===== config.mk =====
export PLATFORM = sky130hd
export DESIGN_NAME = uart_tx_buffered_flat
export DESIGN_NICKNAME = d
export VERILOG_FILES = /design/src/rtl/uart_pkg.sv /design/src/rtl/uart_tx_buffered_if.sv /design/src/rtl/uart_tx_fifo.sv /design/src/rtl/uart_tx_buffered.sv /design/src/flat_wrapper.sv
export SDC_FILE = /design/constraint.sdc
export NUM_CORES = 1
export LEC_CHECK = 0
export CORE_ASPECT_RATIO = 0.7
export CORE_UTILIZATION = 50
export DETAILED_ROUTE_END_ITERATION = 10
export DONT_BUFFER_PORTS = 1
export PLACE_DENSITY = 0.66
export SLEW_MARGIN = 20
export SYNTH_ARGS = -nofsm -noshare
export SYNTH_HDL_FRONTEND = slang
export SYNTH_HIERARCHICAL = 1
export SYNTH_SLANG_ARGS = --single-unit

===== constraint.sdc =====
create_clock -name clk -period 3.7 [get_ports clk]
set_input_delay 0.925 -clock clk [delete_from_list [all_inputs] [get_ports clk]]
set_output_delay 0.925 -clock clk [all_outputs]
set_load 0.05 [all_outputs]

===== src/rtl/uart_pkg.sv =====
// Shared types and constants for the buffered UART transmitter.
// Holds the serializer state encoding and the elaboration-time helper used by the buffer.
package uart_pkg;

    localparam int UART_DATA_BITS            = 8;
    localparam int UART_DEFAULT_CLKS_PER_BIT = 868;

    typedef enum logic [1:0] {
        IDLE,
        START,
        DATA,
        STOP
    } uart_tx_state_e;

    function automatic bit is_pow2(input int n);
        return (n > 0) && ((n & (n - 1)) == 0);
    endfunction

endpackage


===== src/rtl/uart_tx_buffered_if.sv =====
// Byte push handshake into the transmit buffer.
// The producer drives data/valid and the buffer answers with ready.
interface uart_tx_buffered_if;

    logic [7:0] data_i;
    logic       valid_i;
    logic       ready_o;

    modport master (output data_i, output valid_i, input ready_o);
    modport slave  (input data_i, input valid_i, output ready_o);

endinterface


===== src/rtl/uart_tx_fifo.sv =====
// Single-clock byte FIFO with show-ahead read data and registered full/empty/level.
// Pointers carry one extra wrap bit so full and empty can be told apart.
module uart_tx_fifo
    import uart_pkg::*;
#(
    parameter int DEPTH = 8,
    parameter int WIDTH = 8
) (
    input  logic                     clk,
    input  logic                     rst_n,
    input  logic                     push_i,
    input  logic [WIDTH-1:0]         wdata_i,
    input  logic                     pop_i,
    output logic [WIDTH-1:0]         rdata_o,
    output logic                     full_o,
    output logic                     empty_o,
    output logic [$clog2(DEPTH):0]   level_o
);

    localparam int AW = $clog2(DEPTH);

    if ((DEPTH < 2) || !is_pow2(DEPTH)) begin : g_bad_depth
        $error("uart_tx_fifo: DEPTH must be a power of two and at least 2");
    end

    logic [WIDTH-1:0] mem_q [DEPTH];
    logic [AW:0]      wr_ptr_q, wr_ptr_d;
    logic [AW:0]      rd_ptr_q, rd_ptr_d;
    logic [AW:0]      level_q, level_d;
    logic             full_q, full_d;
    logic             empty_q, empty_d;
    logic             do_push, do_pop;

    // Status flags are computed from the next pointers so they are valid straight out of a flop.
    always_comb begin
        do_push  = push_i && !full_q;
        do_pop   = pop_i && !empty_q;
        wr_ptr_d = wr_ptr_q + {{AW{1'b0}}, do_push};
        rd_ptr_d = rd_ptr_q + {{AW{1'b0}}, do_pop};
        level_d  = wr_ptr_d - rd_ptr_d;
        empty_d  = (wr_ptr_d == rd_ptr_d);
        full_d   = (wr_ptr_d[AW] != rd_ptr_d[AW]) &&
                   (wr_ptr_d[AW-1:0] == rd_ptr_d[AW-1:0]);
    end

    always_ff @(posedge clk or negedge rst_n) begin
        if (!rst_n) begin
            wr_ptr_q <= '0;
            rd_ptr_q <= '0;
            level_q  <= '0;
            full_q   <= 1'b0;
            empty_q  <= 1'b1;
        end else begin
            wr_ptr_q <= wr_ptr_d;
            rd_ptr_q <= rd_ptr_d;
            level_q  <= level_d;
            full_q   <= full_d;
            empty_q  <= empty_d;
        end
    end

    always_ff @(posedge clk) begin
        if (do_push) begin
            mem_q[wr_ptr_q[AW-1:0]] <= wdata_i;
        end
    end

    assign rdata_o = mem_q[rd_ptr_q[AW-1:0]];
    assign full_o  = full_q;
    assign empty_o = empty_q;
    assign level_o = level_q;

endmodule


===== src/rtl/uart_tx_buffered.sv =====
// 8N1 UART transmitter fed from a small byte FIFO.
// The serializer pops the next byte on the STOP boundary so frames run back to back.
module uart_tx_buffered
    import uart_pkg::*;
#(
    parameter int CLKS_PER_BIT = UART_DEFAULT_CLKS_PER_BIT,
    parameter int FIFO_DEPTH   = 8
) (
    input  logic                          clk,
    input  logic                          rst_n,
    uart_tx_buffered_if.slave             in_if,
    output logic                          tx_o,
    output logic                          busy_o,
    output logic [$clog2(FIFO_DEPTH):0]   level_o
);

    localparam int                CNT_W    = (CLKS_PER_BIT < 2) ? 1 : $clog2(CLKS_PER_BIT);
    localparam logic [CNT_W-1:0]  CNT_MAX  = CNT_W'(CLKS_PER_BIT - 1);
    localparam logic [CNT_W-1:0]  CNT_ONE  = CNT_W'(1);
    localparam logic [2:0]        LAST_BIT = 3'(UART_DATA_BITS - 1);

    if (CLKS_PER_BIT < 2) begin : g_bad_cpb
        $error("uart_tx_buffered: CLKS_PER_BIT must be at least 2");
    end

    uart_tx_state_e state_q, state_d;
    logic [CNT_W-1:0] cnt_q, cnt_d;
    logic [2:0]       bit_idx_q, bit_idx_d;
    logic [7:0]       shift_q, shift_d;
    logic             tx_q, tx_d;

    logic             fifo_pop;
    logic             fifo_full;
    logic             fifo_empty;
    logic [7:0]       fifo_rdata;
    logic             bit_done;

    uart_tx_fifo #(
        .DEPTH (FIFO_DEPTH),
        .WIDTH (8)
    ) u_fifo (
        .clk     (clk),
        .rst_n   (rst_n),
        .push_i  (in_if.valid_i),
        .wdata_i (in_if.data_i),
        .pop_i   (fifo_pop),
        .rdata_o (fifo_rdata),
        .full_o  (fifo_full),
        .empty_o (fifo_empty),
        .level_o (level_o)
    );

    assign in_if.ready_o = !fifo_full;

    always_comb begin
        state_d   = state_q;
        cnt_d     = cnt_q;
        bit_idx_d = bit_idx_q;
        shift_d   = shift_q;
        fifo_pop  = 1'b0;
        bit_done  = (cnt_q == CNT_MAX);

        unique case (state_q)
            IDLE: begin
                if (!fifo_empty) begin
                    fifo_pop = 1'b1;
                    shift_d  = fifo_rdata;
                    cnt_d    = '0;
                    state_d  = START;
                end
            end
            START: begin
                if (bit_done) begin
                    cnt_d     = '0;
                    bit_idx_d = '0;
                    state_d   = DATA;
                end else begin
                    cnt_d = cnt_q + CNT_ONE;
                end
            end
            DATA: begin
                if (bit_done) begin
                    cnt_d   = '0;
                    shift_d = {1'b0, shift_q[7:1]};
                    if (bit_idx_q == LAST_BIT) begin
                        state_d = STOP;
                    end else begin
                        bit_idx_d = bit_idx_q + 3'd1;
                    end
                end else begin
                    cnt_d = cnt_q + CNT_ONE;
                end
            end
            STOP: begin
                if (bit_done) begin
                    cnt_d = '0;
                    if (!fifo_empty) begin
                        fifo_pop = 1'b1;
                        shift_d  = fifo_rdata;
                        state_d  = START;
                    end else begin
                        state_d = IDLE;
                    end
                end else begin
                    cnt_d = cnt_q + CNT_ONE;
                end
            end
            default: state_d = IDLE;
        endcase

        // The line level is decoded from the next state so tx changes on the same edge as the FSM.
        unique case (state_d)
            START:   tx_d = 1'b0;
            DATA:    tx_d = shift_d[0];
            default: tx_d = 1'b1;
        endcase
    end

    always_ff @(posedge clk or negedge rst_n) begin
        if (!rst_n) begin
            state_q   <= IDLE;
            cnt_q     <= '0;
            bit_idx_q <= '0;
            shift_q   <= '0;
            tx_q      <= 1'b1;
        end else begin
            state_q   <= state_d;
            cnt_q     <= cnt_d;
            bit_idx_q <= bit_idx_d;
            shift_q   <= shift_d;
            tx_q      <= tx_d;
        end
    end

    assign tx_o   = tx_q;
    assign busy_o = (state_q != IDLE) || (level_o != '0);

endmodule


===== src/flat_wrapper.sv =====
// flat-port wrapper written by rule: the top's interface ports become plain ports
module uart_tx_buffered_flat import uart_pkg::*;
#(
    parameter int CLKS_PER_BIT = UART_DEFAULT_CLKS_PER_BIT,
    parameter int FIFO_DEPTH   = 8
)
  (clk, rst_n, tx_o, busy_o, level_o, in_if_data_i, in_if_valid_i, in_if_ready_o);
  uart_tx_buffered_if in_if_i ();
  input  logic clk;
  input  logic rst_n;
  output logic tx_o;
  output logic busy_o;
  output logic [$clog2(FIFO_DEPTH):0] level_o;
  input wire logic [$bits(in_if_i.data_i)-1:0] in_if_data_i;
  input wire logic [$bits(in_if_i.valid_i)-1:0] in_if_valid_i;
  output wire logic [$bits(in_if_i.ready_o)-1:0] in_if_ready_o;
  assign in_if_i.data_i = in_if_data_i;
  assign in_if_i.valid_i = in_if_valid_i;
  assign in_if_ready_o = in_if_i.ready_o;
  uart_tx_buffered #(.CLKS_PER_BIT(CLKS_PER_BIT), .FIFO_DEPTH(FIFO_DEPTH)) u_core (.clk(clk), .rst_n(rst_n), .in_if(in_if_i), .tx_o(tx_o), .busy_o(busy_o), .level_o(level_o));
endmodule

==> results.tsv <==
metric	value	unit
Std-Cell Core Area	9107	um^2
DR iter-0 viols	253	
IO Port Bufs	0	
routed len/inst	18.71	um
post-layout min period	3.042	ns
vias in the first global route	2531	
Post-layout nets	349	
top sig layer	met4	
TNS Setup	0	ns
CP required	3.92	ns
Ys Warns	6	
CP cell instances	ha_1 -> nor3b_2 -> a41o_1 -> nor3b_1 -> nor2b_1 -> ha_1 -> ha_1 -> nor2b_1 -> o21ai_0 -> o31ai_1 -> a21oi_1 -> xnor2_1	
global-route wire length before repair	13750	um
row cnt	29	
Comb pwr share	15.4	%
Placed Cells	435	
max-slew violations	0	
element type at the critical path end	flop	
top cell type's share of synthesized area	40.84	%
GPL Wtd Cong	0.8183	
antenna viol nets, final	0	
CTS tree	yes	
synthesized cell area	4706	um^2
Clock transition at path regs	0.07	ns
CTS H-tree lvls	3	
worst hold path type	in -> async	
Placed Instance Area	4800	um^2
top post-synthesis cells by area	edfxtp_1, dfrtp_1, mux4_1	
Crit Path Category	reg -> reg	
share of cells above drive strength 1	13.15	%
Post-DP HPWL	5483	um
number of synthesized flops with an enable pin	64	
Pint	2.117	mW
post-synthesis register bit count	102	
slowest stage delay, CP	0.42	ns
hold buffer count at CTS	0	
final wirelength	8438	um
pin count of the biggest net entering global routing	39	
Sw Ratio	27.71	%
CP Launch Type	flop	
initial antenna violation count	0	
Global Route Usage Sum	18.95	%
Worst slew margin	36.69	%
Static Leakage	1.916	nW
Flop pwr share	53.6	%
clk sinks	102	
vias per std cell	5.772	
maxcap violations	0	
Skew-Pair Late Insertion Delay	0.34	ns
Non-Filler Instances	451	
fin crit share	82.22	%
GRT overflow	0	
met2 routed WL	3544	um
die width	118.0	um
Clk pwr share	31.0	%
slowest cell on the critical path	a41o_1	
CTS Buf Count	9	
area delta synth->final	8.030	%
ys flop type	edfxtp_1	
peak supply drop	0.3967	mV
Final Hold Viols	0	
total vias in the final route	2603	
final setup fails	0	
Clock Path Buffers	2	
Net Sw Power	811.8	uW
post_cts resized	0	
Max Clock Freq	0.3287	GHz
critical path fanouts, max	9	
CP dominant cell by count	ha_1	
DR pass1 iterations	4	
WL met1	4373	um
syn nets	348	
IO Pins	18	
post-synthesis sequential area ratio	61.10	%
PD cells	576.2	nW/um^2
Yosys cell types	51	
Syn Area/Cell	14.66	um^2
post-CTS setup buffer count	0	
full die area	9809	um^2
DIE HEIGHT	83.17	um
critical path data arrival time	3.26	ns
ANT cells	0	
Mapped Cells	321	
Initial Util	51.67	%
post-route cell area	5084	um^2
post-synthesis async set-or-reset flop share	37.25	%
worst clock skew	0.007406	ns
# fillers	725	
DRC viols	0	
WL met3	399	um
RSZ-0062 raised after global routing	false	
status	completed	
top cell type by total area after synthesis	edfxtp_1	
Worst-Margin Slew	0.9462	ns
final total power	2.929	mW
clock root buffer	clkbuf_16	
-- cell usage after synthesis (2+ instances only) --
master / number
a21oi_1: 5
nand2b_1: 5
inv_1: 14
nor3b_1: 2
o21ai_1: 3
buf_4: 2
dfstp_2: 2
xor2_1: 3
edfxtp_1: 64
buf_6: 2
o21ai_0: 15
o31ai_1: 10
buf_2: 3
ha_1: 16
mux4_1: 15
nor2_1: 15
a32oi_1: 6
a32o_1: 2
and2_1: 2
nor3_1: 5
nand2_1: 25
xnor2_1: 6
nand3_1: 10
a31oi_1: 2
mux2_2: 14
a22o_1: 5
dfrtp_1: 36
clkbuf_1: 6
nor2b_1: 4
-- power groups by stage --
stage / combinational [mW] / clock [mW] / sequential, mW
detailed placement: 0.453 / 0 / 1.59
global route: 0.498 / 0.980 / 1.59
global placement: 0.450 / 0 / 1.59
floorplan: 0.359 / 0 / 1.55
finish: 0.451 / 0.909 / 1.57
CTS: 0.454 / 0.930 / 1.57
-- kinds of logic after synthesis --
family | Yosys count | share of synthesized area, %
flip-flops | 102 | 61.10
AND/OR/NAND/NOR | 76 | 8.349
AO/OA/AOI/OAI | 58 | 8.987
multiplexers | 31 | 12.42
buffers and inverters | 29 | 3.217
adder cells (fa/ha/maj) | 16 | 4.254
XOR/XNOR | 9 | 1.675
-- cell usage in the layout (no fill, tap or decap), types with 3 or more instances in the layout --
cell,instances
dfrtp_1,36
buf_4,5
nand3_1,10
o21ai_0,15
ha_1,16
a21oi_1,5
nand2b_1,5
inv_1,14
xnor2_1,6
clkbuf_16,9
nand2_1,25
a32oi_1,6
nor2b_1,4
mux2_2,14
a22o_1,5
nor2_1,15
edfxtp_1,64
o31ai_1,10
nor3_1,5
o21ai_1,3
xor2_1,3
clkbuf_1,3
mux4_1,15
-- state kept, by name, summed over array words and instances, names as in the netlist, 2 cells and up --
signal / count
u_core/cnt_q: 10
u_core/shift_q: 8
u_core/u_fifo/mem_q: 64
u_core/u_fifo/rd_ptr_q: 4
u_core/bit_idx_q: 3
u_core/u_fifo/wr_ptr_q: 4
u_core/u_fifo/level_o: 4
u_core/state_q: 2
-- stage by stage --
stage	setup WS (ns)	util, %	hold WS, ns
finish	0.6578	55.82	0.2765
CTS	0.6623	55.82	0.2593
global route	0.3836	55.82	0.2538
detailed placement	0.6750	52.70	0.4909
global placement	0.8046	52.70	0.4838
floorplan	0.9221	-	0.4579
-- layer usage --
| layer | vias up | track usage, % |
|---|---|---|
| met5 | - | 0 |
| met2 | 52 | 26.15 |
| met1 | 1307 | 28.35 |
| li1 | 1235 | - |
| met4 | 0 | 7.343 |
| met3 | 9 | 5.288 |
-- path summary, 6_finish.rpt --
check,from,to,slack (ns),depth (start not counted)
max,u_core/cnt_q[0]$_DFFE_PN0P_,u_core/u_fifo/level_o[3]$_DFF_PN0_,0.66,12
min,rst_n,u_core/bit_idx_q[2]$_DFFE_PN0P_,0.28,0
max reg2reg,u_core/cnt_q[0]$_DFFE_PN0P_,u_core/u_fifo/level_o[3]$_DFF_PN0_,0.66,12
min reg2reg,u_core/shift_q[1]$_DFFE_PN0P_,u_core/shift_q[1]$_DFFE_PN0P_,0.51,2
max in group asynchronous,rst_n,u_core/u_fifo/empty_o$_DFF_PN1_,3.24,0
min in group clk,u_core/shift_q[1]$_DFFE_PN0P_,u_core/shift_q[1]$_DFFE_PN0P_,0.51,2
-- cell type report --
| type | count | area, um^2 | area share [%] |
|---|---|---|---|
| flip-flops and latches | 102 | 2875 | 56.56 |
| multi-input cells | 190 | 1679 | 33.03 |
| clock buffers | 12 | 236.5 | 4.652 |
| well taps | 124 | 155.1 | 3.052 |
| inverters | 14 | 52.55 | 1.034 |
| clock inverters | 4 | 47.55 | 0.9353 |
| repair buffers | 5 | 37.54 | 0.7384 |
-- critical path: cells and delay by family, from the launching register on --
kind | cells | cell delay, ns
xor+xnor | 1 | 0.09
fa+ha+maj | 3 | 0.74
flops | 1 | 0.40
simple gates | 4 | 0.86
compound gates | 4 | 0.84
(Power assumes the default switching activity.)
